`src/rtl/pipelined_barrel_shifter.sv`:
```
// pipelined_barrel_shifter: SLL/SRL/SRA/ROR shifter, coarse (multiple-of-4) shift in stage A, fine (0..3) in stage B.
// Latency 2 cycles, throughput 1/cycle; in_ready is combinational from out_ready, so there is no bubble.
// Macro SHIFTER_ROTATE_EN enables op 11 (rotate right); without it op 11 yields zero and no rotate muxes exist.

// pipelined_barrel_shifter_level: one mux rank of the shift network, shifting by the constant SH when sel is set.
// Latency 0 (combinational).
// No backpressure; pure datapath.
module pipelined_barrel_shifter_level #(
  parameter int N  = 32,
  parameter int SH = 1
) (
  input  logic         sel,
  input  logic [1:0]   op,
  input  logic         sign,
  input  logic [N-1:0] d,
  output logic [N-1:0] q
);
  localparam logic [1:0] OP_SLL = 2'b00;
  localparam logic [1:0] OP_SRL = 2'b01;
  localparam logic [1:0] OP_SRA = 2'b10;

  always_comb begin
    q = d;
    if (sel) begin
      case (op)
        OP_SLL:  q = {d[N-1-SH:0], {SH{1'b0}}};
        OP_SRL:  q = {{SH{1'b0}}, d[N-1:SH]};
        // Fill comes from the original operand MSB, not this rank's input.
        OP_SRA:  q = {{SH{sign}}, d[N-1:SH]};
        default: begin
`ifdef SHIFTER_ROTATE_EN
          q = {d[SH-1:0], d[N-1:SH]};
`else
          q = d;
`endif
        end
      endcase
    end
  end
endmodule

// pipelined_barrel_shifter: two register slots (A: coarse result, B: final result), each with its own valid.
// Latency 2 cycles from input transfer to out_valid.
// B advances when empty or drained; A advances when empty or B advances; in_ready = A advances.
module pipelined_barrel_shifter #(
  parameter  int N = 32,
  localparam int S = $clog2(N)
) (
  input  logic         clk,
  input  logic         rst,
  input  logic         in_valid,
  output logic         in_ready,
  input  logic [N-1:0] in_data,
  input  logic [S-1:0] in_shamt,
  input  logic [1:0]   in_op,
  output logic         out_valid,
  input  logic         out_ready,
  output logic [N-1:0] out_data,
  output logic         out_zero
);
  localparam int CL = S - 2;

  logic         a_vld;
  logic [N-1:0] a_dat;
  logic [1:0]   a_op;
  logic [1:0]   a_fine;
  logic         a_sign;
  logic         b_vld;
  logic [N-1:0] b_dat;
  logic         a_adv;
  logic         b_adv;

  logic [N-1:0] coarse [CL+1];
  logic [N-1:0] fine   [3];

  assign b_adv    = !b_vld || out_ready;
  assign a_adv    = !a_vld || b_adv;
  assign in_ready = a_adv;

`ifdef SHIFTER_ROTATE_EN
  assign coarse[0] = in_data;
`else
  // Zeroing the operand up front lets op 11 fall through every rank unchanged.
  assign coarse[0] = (in_op == 2'b11) ? '0 : in_data;
`endif

  for (genvar k = 0; k < CL; k++) begin : g_coarse
    pipelined_barrel_shifter_level #(.N(N), .SH(4 << k)) u_lvl (
      .sel  (in_shamt[k+2]),
      .op   (in_op),
      .sign (in_data[N-1]),
      .d    (coarse[k]),
      .q    (coarse[k+1])
    );
  end

  assign fine[0] = a_dat;

  for (genvar k = 0; k < 2; k++) begin : g_fine
    pipelined_barrel_shifter_level #(.N(N), .SH(1 << k)) u_lvl (
      .sel  (a_fine[k]),
      .op   (a_op),
      .sign (a_sign),
      .d    (fine[k]),
      .q    (fine[k+1])
    );
  end

  always_ff @(posedge clk) begin
    if (rst) begin
      a_vld  <= 1'b0;
      a_dat  <= '0;
      a_op   <= '0;
      a_fine <= '0;
      a_sign <= 1'b0;
      b_vld  <= 1'b0;
      b_dat  <= '0;
    end else begin
      if (a_adv) begin
        a_vld <= in_valid;
        if (in_valid) begin
          a_dat  <= coarse[CL];
          a_op   <= in_op;
          a_fine <= in_shamt[1:0];
          a_sign <= in_data[N-1];
        end
      end
      if (b_adv) begin
        b_vld <= a_vld;
        if (a_vld) begin
          b_dat <= fine[2];
        end
      end
    end
  end

  assign out_valid = b_vld;
  assign out_data  = b_dat;
  assign out_zero  = b_vld && (b_dat == '0);
endmodule

```
`config.mk`:
```
export PLATFORM = sky130hd
export DESIGN_NAME = pipelined_barrel_shifter
export DESIGN_NICKNAME = d
export VERILOG_FILES = /design/src/rtl/pipelined_barrel_shifter.sv
export SDC_FILE = /design/constraint.sdc
export NUM_CORES = 1
export LEC_CHECK = 0
export ABC_AREA = 1
export BUFFER_PORTS_ARGS = -buffer_cell sky130_fd_sc_hd__buf_2
export CAP_MARGIN = 15
export CORE_ASPECT_RATIO = 1.25
export CORE_UTILIZATION = 45
export DETAILED_ROUTE_END_ITERATION = 10
export PLACE_DENSITY = 0.71
export SLEW_MARGIN = 15
export SYNTH_ARGS = -nofsm -noshare
export SYNTH_HDL_FRONTEND = slang
export SYNTH_SLANG_ARGS = --single-unit
```
`constraint.sdc`:
```
create_clock -name clk -period 1.9 [get_ports clk]
set_clock_uncertainty 0.15 [all_clocks]
set_input_delay 0.285 -clock clk [delete_from_list [all_inputs] [get_ports clk]]
set_output_delay 0.285 -clock clk [all_outputs]
set_load 0.1 [all_outputs]
```
[Yosys cells after proc, flatten, opt, wreduce, memory -nomap -nowiden]
Index checks and enable logic that the tools add are counted.
Storage, ports and cells
  register bits after elaboration: 71
  output and inout port bits: 35
Operators by class
  eq/ne operators: 5
  mux-type cells: 11
  reductions and logical operators: 10
Operator list (number)
  $pmux W32 S3: 5
  $mux W32: 6
  $logic_not A32 Y1: 1
  $eq A2 B2 Y1 const B: 3
  $eq A2 B1 Y1 const B: 2
  $logic_not A2 Y1: 2
  $reduce_and A2 Y1: 2
  $logic_not A1 Y1: 2
  $logic_or A1 B1 Y1: 2
  $logic_and A1 B1 Y1: 1

[Logic depth before layout (Yosys ltp)]
Gate-level depths: netlist (run 1).
  depth in word-level cells: 8
  depth in mapped cells: 13
  depth with buffers taken out: 13

[By module]
Synthesis (run 1) repeated with hierarchy kept, for this count alone.
Unflattened totals
  cell total of the unflattened synthesis: 1423
  area, all modules: 7329.5 um^2
Modules (own cells, without submodules)
  pipelined_barrel_shifter: times used 1, cells each 406, area each 2907.8 um^2, seq. area each 1421.4 um^2
  pipelined_barrel_shifter_level at g_fine[0].u_lvl: times used 1, cells each 245, area each 1056.0 um^2, seq. area each 0.0 um^2
  pipelined_barrel_shifter_level at g_fine[1].u_lvl: times used 1, cells each 237, area each 1046.0 um^2, seq. area each 0.0 um^2
  pipelined_barrel_shifter_level at g_coarse[0].u_lvl: times used 1, cells each 214, area each 938.4 um^2, seq. area each 0.0 um^2
  pipelined_barrel_shifter_level at g_coarse[1].u_lvl: times used 1, cells each 176, area each 775.7 um^2, seq. area each 0.0 um^2
  pipelined_barrel_shifter_level at g_coarse[2].u_lvl: times used 1, cells each 145, area each 605.6 um^2, seq. area each 0.0 um^2

[Worst setup path after synthesis (run 1)]
Ideal clock, no wire load.
  path type: register -> output
  start point: register b_vld (netlist: out_valid)
  end point: output out_zero
  arrival time: 4.230 ns
  data required time: 1.465 ns
  setup slack: -2.765 ns
  cell stages (with the launch flop): 5
  buffers on the path: 0
  path through: dfxtp_1 > inv_1 > nor4_1 > nand4_1 > nor4_1
On the way
  longest elaborated chain between the ends: 1
RTL lines
  start, declared: RTL line 68  | logic b_vld;
  start signal, assigned: RTL line 129  | b_vld <= a_vld;
  $logic_and A1 B1 Y1: RTL line 139  | assign out_zero = b_vld && (b_dat == '0);
  end, declared: RTL line 59  | output logic out_zero
No other way between the ends.

[Final worst setup path (run 1)]
  start point: register b_dat[3] (netlist: out_data[3])
  end point: output out_zero
On the way
  longest elaborated chain between the ends: 2
RTL lines
  start, declared: RTL line 69  | logic [N-1:0] b_dat;
  start signal, assigned: RTL line 131  | b_dat <= fine[2];
  $logic_not A32 Y1: RTL line 139
  $logic_and A1 B1 Y1: RTL line 139
No other way between the ends.

==> impl_metrics.tcl, run 1 <==
set metrics [dict create \
    hold_crit_class "input port to flip-flop" \
    die_y_um 124.9 \
    timing.final.crit_period_ns 2.252 \
    drtPass1Iterations 6 \
    critical_path.reg2reg.startpoint "a_op[1]" \
    postSynthCellCount 940 \
    detail_route.iter0.violations 490 \
    initial_utilization_pct 46.57 \
    wl_per_cell_um 14.98 \
    cap_viol_max_count 0 \
    fillCellCount 1230 \
    areaGrowthSynthToFinish_pct 28.71 \
    postSynth.topFlopCell "dfxtp_1" \
    die-width_um 100.3 \
    multi_input_comb_area_um2 3571 \
    cts_buffer_depth 2 \
    place.port_buffers 77 \
    post_drt_via_cell_ratio 5.592 \
    dp_hpwl_um 13600 \
    first_global_vias 5987 \
    synth.cell_area_um2 5435 \
    path_max_fanout 2 \
    globalRouteTotalUtil_pct 29.02 \
    unrepaired_setup_endpoints_after_global_routing "true" \
    largest_net_degree_at_the_start_of_global_routing 53 \
    number_of_antenna_violations_at_the_first_check_in_global_routing 0 \
    overflow 0 \
    floorplan.io_pins 78 \
    worst_ep_arrival_time_ns 1.82 \
    endpoint_kind_of_the_worst_setup_timing_path "output port" \
    worstPathCellList "nor4_2 -> buf_4 -> nand4_1 -> nor4_4 -> buf_12" \
    nets 1084 \
    placementRows 44 \
    clock_sinks 71 \
    cts_root_buffer "clkbuf_16" \
    antennaDiodeCount 0 \
    path_clk_slew_ns 0.05 \
    finalSetupTns_ns -0.3515 \
    layout_setup_ws_ns -0.3515 \
    max_slew_margin_pct 67.45 \
    synthesis_warning_total 0 \
    timing.critical_path.required_ns 1.46 \
    type_of_the_worst_setup_path "flip-flop to output port" \
    weighted_congestion_reported_at_the_end_of_routability_driven_placement 0.9778 \
    cts_hold_buf 0 \
    dieArea_um2 12530 \
    synth_seq_area_share_pct 26.15 \
    hold-worst-slack_ns 0.08995 \
    max_slew.worst_pin.slew_ns 0.4916 \
    layout.cells.most_common "nand2_1" \
    postSynthNetCount 983 \
    cts.htree.levels 3 \
    maximum_achievable_frequency_mhz 444.1 \
    cp-startpoint "out_data[3]" \
    cts_inserted_buffers 9 \
    synth-seq-cells 71 \
    synth_edf_count 0 \
    p_leak_nw 3.272 \
    most_frequent_cells_in_the_layout "230 x nand2_1, 142 x o21ai_0, 93 x a21oi_1" \
    layout_worst_path_cycle_share_pct 118.5 \
    remaining_drc_errors 0 \
    report.final.slew_viol_count 0 \
    synthesis.area_per_instance_um2 5.782 \
    hold_viol 0 \
    detail-route-antenna-nets 0 \
    dp_worst_setup_slack_ns -0.07329 \
    clk-insertion-delay-late_ns 0.34 \
    run_status "finished with violations" \
    hold_start "in_shamt[0]" \
    vdd.ir_drop.worst_mv 0.4906 \
    failed_checks "negative setup slack" \
    start_kind "flip-flop" \
    async_flop_share_pct 0 \
    critical-path-slowest-cell "dfxtp_2" \
    wirelength_um 18080 \
    clock_tree_from_tritoncts "done" \
    sequential_area_um2 1470 \
    synth_cell_types 33 \
    share_of_cells_above_drive_strength_1_pct 22.47 \
    via_count 6750 \
    design.core.area_um2 11670 \
    p_per_area_nw_per_um2 762.2 \
    finalSetupViolations 1 \
    grt_pass1_wl_um 29350 \
    crit_path_max_incr_delay_ns 0.32 \
]
[synthesized netlist by cell type (2+ instances only)]
library cell	count	area share, %
nand2_1	231	16
o21ai_0	156	14
a21oi_1	95	8.7
nand3_1	93	8.6
dfxtp_1	71	26
nor2_1	63	4.4
inv_1	62	4.3
clkbuf_1	35	2.4
o22ai_1	28	3.2
buf_2	22	2.0
o21ai_1	14	1.3
o211ai_1	9	1.2
nand4_1	8	0.92
buf_4	6	0.83
nor4_1	6	0.69
a31oi_1	5	0.58
inv_2	5	0.35
buf_1	3	0.21
nand2_2	3	0.35
o221ai_1	3	0.48
or2_2	3	0.35
a21o_1	2	0.28
and2_0	2	0.23
nor2_2	2	0.23
nor2_4	2	0.41
o2111ai_1	2	0.32
o21a_1	2	0.28
or4_1	2	0.28
[sequential cells by signal (all words and copies together) (netlist names)]
name	cells
out_valid	1
a_sign	1
out_data	32
a_fine	2
a_vld	1
a_dat	32
a_op	2
[cell type report]
class,instances,share of cell area (%)
sequential,71,21.02
clock buffer,12,3.524
tap,161,2.880
multi-input combinational,734,51.05
inverter,68,3.702
clock inverter,4,0.6439
timing repair buffer,157,17.19
[path summary, 6_finish.rpt]
| kind | to | slack [ns] | cells after the start |
|---|---|---|---|
| max | out_zero | -0.35 | 5 |
| min | a_fine[0] | 0.09 | 3 |
| max reg2reg | out_data[20] | 0.09 | 10 |
| min reg2reg | a_fine[0] | 0.34 | 2 |
[worst max-delay path, delay by kind of cell, from the launching register on]
kind | cells | cell delay [ns]
AND/OR/NAND/NOR | 3 | 0.77
buffers and inverters | 2 | 0.37
flip-flops | 1 | 0.32
[routing by layer]
layer  up-vias  wire length (um)  track usage, %
li1       3414                 -               -
met4         0               643           12.53
met3        50               889           3.479
met5         -                 0               0
met2       280              8859           49.92
met1      3006              7687           35.85
[repair_timing]
item | 4_1_cts | 5_1_grt
setup endpoints to repair | 1 | 14
buffers inserted | 1 | 1
pin swaps | 3 | 6
resized for setup | 4 | 31
cloned | 0 | 2
[power breakdown]
part           internal [W]  switching (W)
sequential          0.00162       0.000112
clock               0.00104       0.000598
combinational      0.000645        0.00132
[metrics by stage]
step	power, W	utilization, %	area [um^2]	std cells
finish	0.005332	59.94	6995	1207
floorplan	0.003053	-	5525	940
detailed placement	0.003596	56.07	6544	1187
CTS	0.005251	58.74	6855	1204
global route	0.005602	59.94	6995	1207
global placement	0.003590	56.07	6544	1187
[cells by family after synthesis]
group | after synthesis | synth area share [%]
buffers and inverters | 135 | 10.27
AO/OA/AOI/OAI | 319 | 31.26
flip-flops | 71 | 26.15
AND/OR/NAND/NOR | 415 | 32.32
(Power assumes the default switching activity.)
==> inputs of run 2 (changes only) <==
==> constraint.sdc (replaced) <==
create_clock -name clk -period 2.15 [get_ports clk]
set_clock_uncertainty 0.15 [all_clocks]
set_input_delay 0.3225 -clock clk [delete_from_list [all_inputs] [get_ports clk]]
set_output_delay 0.3225 -clock clk [all_outputs]
set_load 0.1 [all_outputs]
==> run 2 against run 1 <==
The run still ends with negative setup slack left. Utilization down 3.9 points. Wire length down 4.5%. Global-route usage down 1.1 points.
==> impl_metrics.tcl, run 2 (synthesis gave the netlist of run 1 again) <==
set metrics [dict create \
    run_status "finished with violations" \
    failed_checks "negative setup slack" \
    hold_crit_class "input port to flip-flop" \
    dpl-instance-area_um2 6206 \
    floorplan.io_pins 78 \
    path_clk_slew_ns 0.05 \
    hold_start "out_ready" \
    clk-insertion-delay-late_ns 0.34 \
    setup_fix_bufs_post_cts 0 \
    maximum_achievable_frequency_mhz 435.5 \
    unrepaired_setup_endpoints_after_global_routing "true" \
    worst_ep_arrival_time_ns 1.82 \
    cts.htree.levels 3 \
    dieArea_um2 12530 \
    cap_viol_max_count 0 \
    worst-r2r-cell-count 10 \
    clock_tree_from_tritoncts "done" \
    path_max_fanout 3 \
    holdPathStages 4 \
    layout_worst_path_cycle_share_pct 106.8 \
    areaGrowthSynthToFinish_pct 20.28 \
    sw_ratio_pct 37.89 \
    initial_utilization_pct 46.57 \
    dp_hpwl_um 13020 \
    cts_buffer_depth 2 \
    die_y_um 124.9 \
    grt_pass1_wl_um 28320 \
    max_slew_margin_pct 67.35 \
    fillCellCount 1230 \
    wirelength_um 17270 \
    switchingPower_w 0.001738 \
    start_kind "flip-flop" \
    cell_internal_pwr_w 0.002850 \
    p_leak_nw 3.021 \
    detail-route-antenna-nets 0 \
    post_drt_via_cell_ratio 5.566 \
    via_count 6484 \
    number_of_antenna_violations_at_the_first_check_in_global_routing 0 \
    critical_path.reg2reg.startpoint "a_op[1]" \
    weighted_congestion_reported_at_the_end_of_routability_driven_placement 0.9578 \
    cts_inserted_buffers 9 \
    type_of_the_worst_setup_path "flip-flop to output port" \
    pwr-share-comb_pct 34.2 \
    sequentialPowerShare_pct 33.3 \
    design.core.area_um2 11670 \
    largest_net_degree_at_the_start_of_global_routing 52 \
    layout_setup_ws_ns -0.1464 \
    worstHoldEndpoint "a_vld" \
    max_slew.worst_pin.slew_ns 0.4931 \
    clock_sinks 71 \
    finalSetupViolations 1 \
    antennaDiodeCount 0 \
    timing.critical_path.required_ns 1.68 \
    placementRows 44 \
    wl_per_cell_um 14.82 \
    die-width_um 100.3 \
    rrSetupSlack_ns 0.17 \
    detail_route.iter0.violations 488 \
    globalRouteTotalUtil_pct 27.91 \
    p_per_area_nw_per_um2 701.9 \
    remaining_drc_errors 0 \
    most_frequent_cells_in_the_layout "231 x nand2_1, 156 x o21ai_0, 95 x a21oi_1" \
    drtPass1Iterations 6 \
    place.port_buffers 77 \
    timing.final.crit_period_ns 2.296 \
    endpoint_kind_of_the_worst_setup_timing_path "output port" \
    report.final.slew_viol_count 0 \
    vdd.ir_drop.worst_mv 0.4067 \
    layout.cells.most_common "nand2_1" \
    overflow 0 \
    first_global_vias 5717 \
    hold_viol 0 \
    power.clock.fraction_pct 32.5 \
    post-layout-total-power_w 0.004588 \
    worst_r2r_endpoint "out_data[13]" \
    share_of_cells_above_drive_strength_1_pct 17.63 \
    final_area_um2 6538 \
    nets 1042 \
    cts_root_buffer "clkbuf_16" \
]
-- run 2: cell count changes in the layout (fill, tap and decap cells not counted), moves of 2 or more --
| cell | previous run | this run |
|---|---|---|
| buf_4 | 64 | 30 |
| a21oi_1 | 93 | 95 |
| o21ai_1 | 24 | 14 |
| nand2_4 | 2 | 0 |
| a21oi_2 | 2 | 0 |
| nor4_2 | 2 | 0 |
| buf_12 | 14 | 9 |
| o21ai_0 | 142 | 156 |
| inv_1 | 59 | 62 |
| inv_2 | 7 | 5 |
| o21ai_2 | 4 | 0 |
-- run 2: worst max-delay path by stage --
stage | cells past startpoint | end | slack, ns | start
after floorplan | 2 | out_zero | -0.43 | out_data[24]
after global placement | 5 | out_zero | -0.13 | out_valid
after detailed placement | 5 | out_zero | -0.12 | out_valid
after CTS | 5 | out_zero | -0.18 | out_data[4]
after global routing | 5 | out_zero | -0.19 | out_data[12]
final | 4 | out_zero | -0.15 | out_data[0]
-- run 2: layer usage --
layer | vias up | part of all wire, % | track usage (%)
met5 | - | 0 | 0
li1 | 3328 | - | -
met1 | 2832 | 43 | 35.31
met3 | 32 | 5.5 | 4.097
met4 | 0 | 2.8 | 11.76
met2 | 292 | 48 | 46.66
-- run 2: timing repair --
action	CTS	global route
endpoints found under the setup margin	1	1
endpoints found under the hold margin	0	0
pin swaps	1	0
hold buffers	0	0
resized for setup	4	1
-- run 2: area by class of cell --
class                      instances  area [um^2]  share of cell area [%]
inverter                          68        255.2                   3.904
clock buffer                      13        261.5                   4.000
clock inverter                     3        40.04                  0.6124
tap                              161        201.4                   3.081
sequential                        71         1469                   22.47
multi-input combinational        734         3525                   53.91
timing repair buffer             115        785.8                   12.02
-- run 2: power by group through the flow --
stage	registers, W	clock network, W	logic [W]
2_1_floorplan	0.00186	0	0.000837
3_3_place_gp	0.00155	0	0.00154
3_5_place_dp	0.00155	0	0.00154
4_1_cts	0.00153	0.00151	0.00155
5_1_grt	0.00154	0.00157	0.00171
6_report	0.00153	0.00149	0.00157
-- run 2: critical path, stage by stage (launching register included) --
cell	delay, ns
dfxtp_2	0.36
nor4_4	0.35
nand4_1	0.25
nor4_4	0.31
buf_12	0.21
-- run 2: stage by stage --
stage          setup WS (ns)  util [%]  hold slack (ns)  TNS, ns  instances
2_1_floorplan        -0.4291         -           0.3082  -0.4291        940
3_3_place_gp         -0.1262     53.17           0.3193  -0.1262       1149
3_5_place_dp         -0.1227     53.17           0.3313  -0.1227       1149
4_1_cts              -0.1759     55.94           0.1308  -0.1759       1165
5_1_grt              -0.1887     56.01           0.1461  -0.1887       1165
6_report             -0.1464     56.01           0.1341  -0.1464       1165
==> inputs of run 3 (changes only) <==
--- a/config.mk
+++ b/config.mk
@@ -12,6 +12,7 @@
 export CORE_UTILIZATION = 45
 export DETAILED_ROUTE_END_ITERATION = 10
 export PLACE_DENSITY = 0.71
+export RECOVER_POWER = 50
 export SLEW_MARGIN = 15
 export SYNTH_ARGS = -nofsm -noshare
 export SYNTH_HDL_FRONTEND = slang
==> run 3 against run 2 <==
Utilization decreased by 0.15 points. Non-clock buffer count stayed put. Sequential power about the same. Global-route usage unchanged. Worst hold slack better by 0.0020 ns. Final area decreased by 0.27%. Die area unchanged. Largest cell class unchanged. Power about the same. Sequential cell count unchanged. First-iteration DRC count shrank 5.7%. The flow still finishes with violations (negative setup slack). Combinational power about the same.
==> impl_metrics.tcl, run 3 (synthesis gave the netlist of run 1 again) <==
set metrics [dict create \
    run_status "finished with violations" \
    failed_checks "negative setup slack" \
    worstHoldEndpoint "a_vld" \
    design.core.area_um2 11670 \
    clk-insertion-delay-late_ns 0.34 \
    antennaDiodeCount 0 \
    place.port_buffers 77 \
    placementRows 44 \
    grt_pass1_wl_um 28320 \
    nets 1042 \
    worst_ep_arrival_time_ns 1.82 \
    fillCellCount 1232 \
    worstPathCellList "nor4_1 -> and2_0 -> nand4_1 -> nor4_4 -> buf_12" \
    timing.final.crit_period_ns 2.290 \
    die-width_um 100.3 \
    final-instance-count-excl-fill 1165 \
    detail-route-antenna-nets 0 \
    overflow 0 \
    holdPathStages 4 \
    finalSetupViolations 1 \
    multi_input_comb_area_um2 3525 \
    floorplan.io_pins 78 \
    drtPass1Iterations 5 \
    weighted_congestion_reported_at_the_end_of_routability_driven_placement 0.9578 \
    clock_sinks 71 \
    wl_per_cell_um 14.82 \
    unrepaired_setup_endpoints_after_global_routing "true" \
    crit_path_max_incr_delay_ns 0.33 \
    detail_route.iter0.violations 460 \
    areaGrowthSynthToFinish_pct 19.96 \
    cts_buffer_depth 2 \
    via_count 6508 \
    sw_ratio_pct 37.95 \
    p_leak_nw 2.998 \
    hold_start "out_ready" \
    sequential_area_um2 1469 \
    path_max_fanout 3 \
    type_of_the_worst_setup_path "flip-flop to output port" \
    dieArea_um2 12530 \
    dp_worst_setup_slack_ns -0.1227 \
    final_area_um2 6520 \
    globalRouteTotalUtil_pct 27.91 \
    p_per_area_nw_per_um2 703.1 \
    initial_utilization_pct 46.57 \
    hold_crit_class "input port to flip-flop" \
    critical_path.reg2reg.startpoint "a_op[1]" \
    maximum_achievable_frequency_mhz 436.6 \
    path_buf_inv 1 \
    hold_viol 0 \
    layout_worst_path_cycle_share_pct 106.5 \
    most_frequent_cells_in_the_layout "231 x nand2_1, 156 x o21ai_0, 95 x a21oi_1" \
    timing.critical_path.required_ns 1.68 \
    max_slew.worst_pin.slew_ns 0.8251 \
    cell_internal_pwr_w 0.002845 \
    layout.cells.most_common "nand2_1" \
    cts_hold_buf 0 \
    critPathTopFamily "simple AND/OR/NAND/NOR gates" \
    pwr-share-comb_pct 34.1 \
    post_drt_via_cell_ratio 5.586 \
    first_global_vias 5717 \
    sequentialPowerShare_pct 33.4 \
    number_of_antenna_violations_at_the_first_check_in_global_routing 0 \
    setup_fix_bufs_post_cts 0 \
    cts_root_buffer "clkbuf_16" \
    power.clock.fraction_pct 32.5 \
    share_of_cells_above_drive_strength_1_pct 17.63 \
    layout_setup_ws_ns -0.1402 \
    dp_hpwl_um 13020 \
    remaining_drc_errors 0 \
    cts_inserted_buffers 9 \
    wirelength_um 17270 \
    path_clk_slew_ns 0.05 \
    cts.htree.levels 3 \
    start_kind "flip-flop" \
    vdd.ir_drop.worst_mv 0.4048 \
    place.detailed.instances 1149 \
    endpoint_kind_of_the_worst_setup_timing_path "output port" \
    critical-path-slowest-cell "dfxtp_2" \
    finalSetupTns_ns -0.1402 \
    max_slew_margin_pct 44.99 \
    worst-r2r-cell-count 10 \
    worst_r2r_endpoint "out_data[13]" \
    rrSetupSlack_ns 0.20 \
    switchingPower_w 0.001740 \
    die_y_um 124.9 \
    post-layout-total-power_w 0.004584 \
    cap_viol_max_count 0 \
    report.final.slew_viol_count 0 \
    dpl-instance-area_um2 6206 \
    largest_net_degree_at_the_start_of_global_routing 52 \
    clock_tree_from_tritoncts "done" \
]
## run 3: stage by stage
stage / hold slack [ns] / utilization [%]
after floorplan: 0.3082 / -
after global placement: 0.3193 / 53.17
after detailed placement: 0.3313 / 53.17
after CTS: 0.1308 / 55.94
after global routing: 0.1461 / 55.86
final: 0.1361 / 55.86
## run 3: worst register-to-register path, stage by stage, from the launching register on
cell and delay [ns]:
dfxtp_1 0.34, inv_1 0.07, nand2_2 0.07, nand2_2 0.20, buf_4 0.27, o22ai_1 0.11, nand2_1 0.06, o21ai_0 0.18
nor2_1 0.07, o21ai_0 0.23, a21oi_1 0.09
## run 3: how the worst max path moves through the flow
stage                 start        to  slack [ns]  cells past startpoint
6_report       out_data[16]  out_zero       -0.14                      5
5_1_grt        out_data[12]  out_zero       -0.19                      5
4_1_cts         out_data[4]  out_zero       -0.18                      5
3_5_place_dp      out_valid  out_zero       -0.12                      5
3_3_place_gp      out_valid  out_zero       -0.13                      5
2_1_floorplan  out_data[24]  out_zero       -0.43                      2
## run 3: layer usage
layer	track usage [%]	wire, um
met4	11.76	478
met3	4.097	987
met1	35.31	7540
met2	46.66	8264
met5	0	0
## run 3: power groups by stage
stage	logic [W]	registers (W)	clock network, W
4_1_cts	0.00155	0.00153	0.00151
6_report	0.00156	0.00153	0.00149
5_1_grt	0.00171	0.00154	0.00157
3_3_place_gp	0.00154	0.00155	0
3_5_place_dp	0.00154	0.00155	0
2_1_floorplan	0.000837	0.00186	0
## run 3: area by class of cell
class,instances,area share [%]
multi-input combinational,734,54.06
sequential,71,22.53
timing repair buffer,115,11.78
clock buffer,13,4.011
inverter,68,3.915
tap,161,3.090
clock inverter,3,0.6141
## run 3: timing repair
| item | CTS | global route |
|---|---|---|
| resized for setup | 4 | 1 |
| endpoints found under the setup margin | 1 | 1 |
| pin swaps | 1 | 0 |
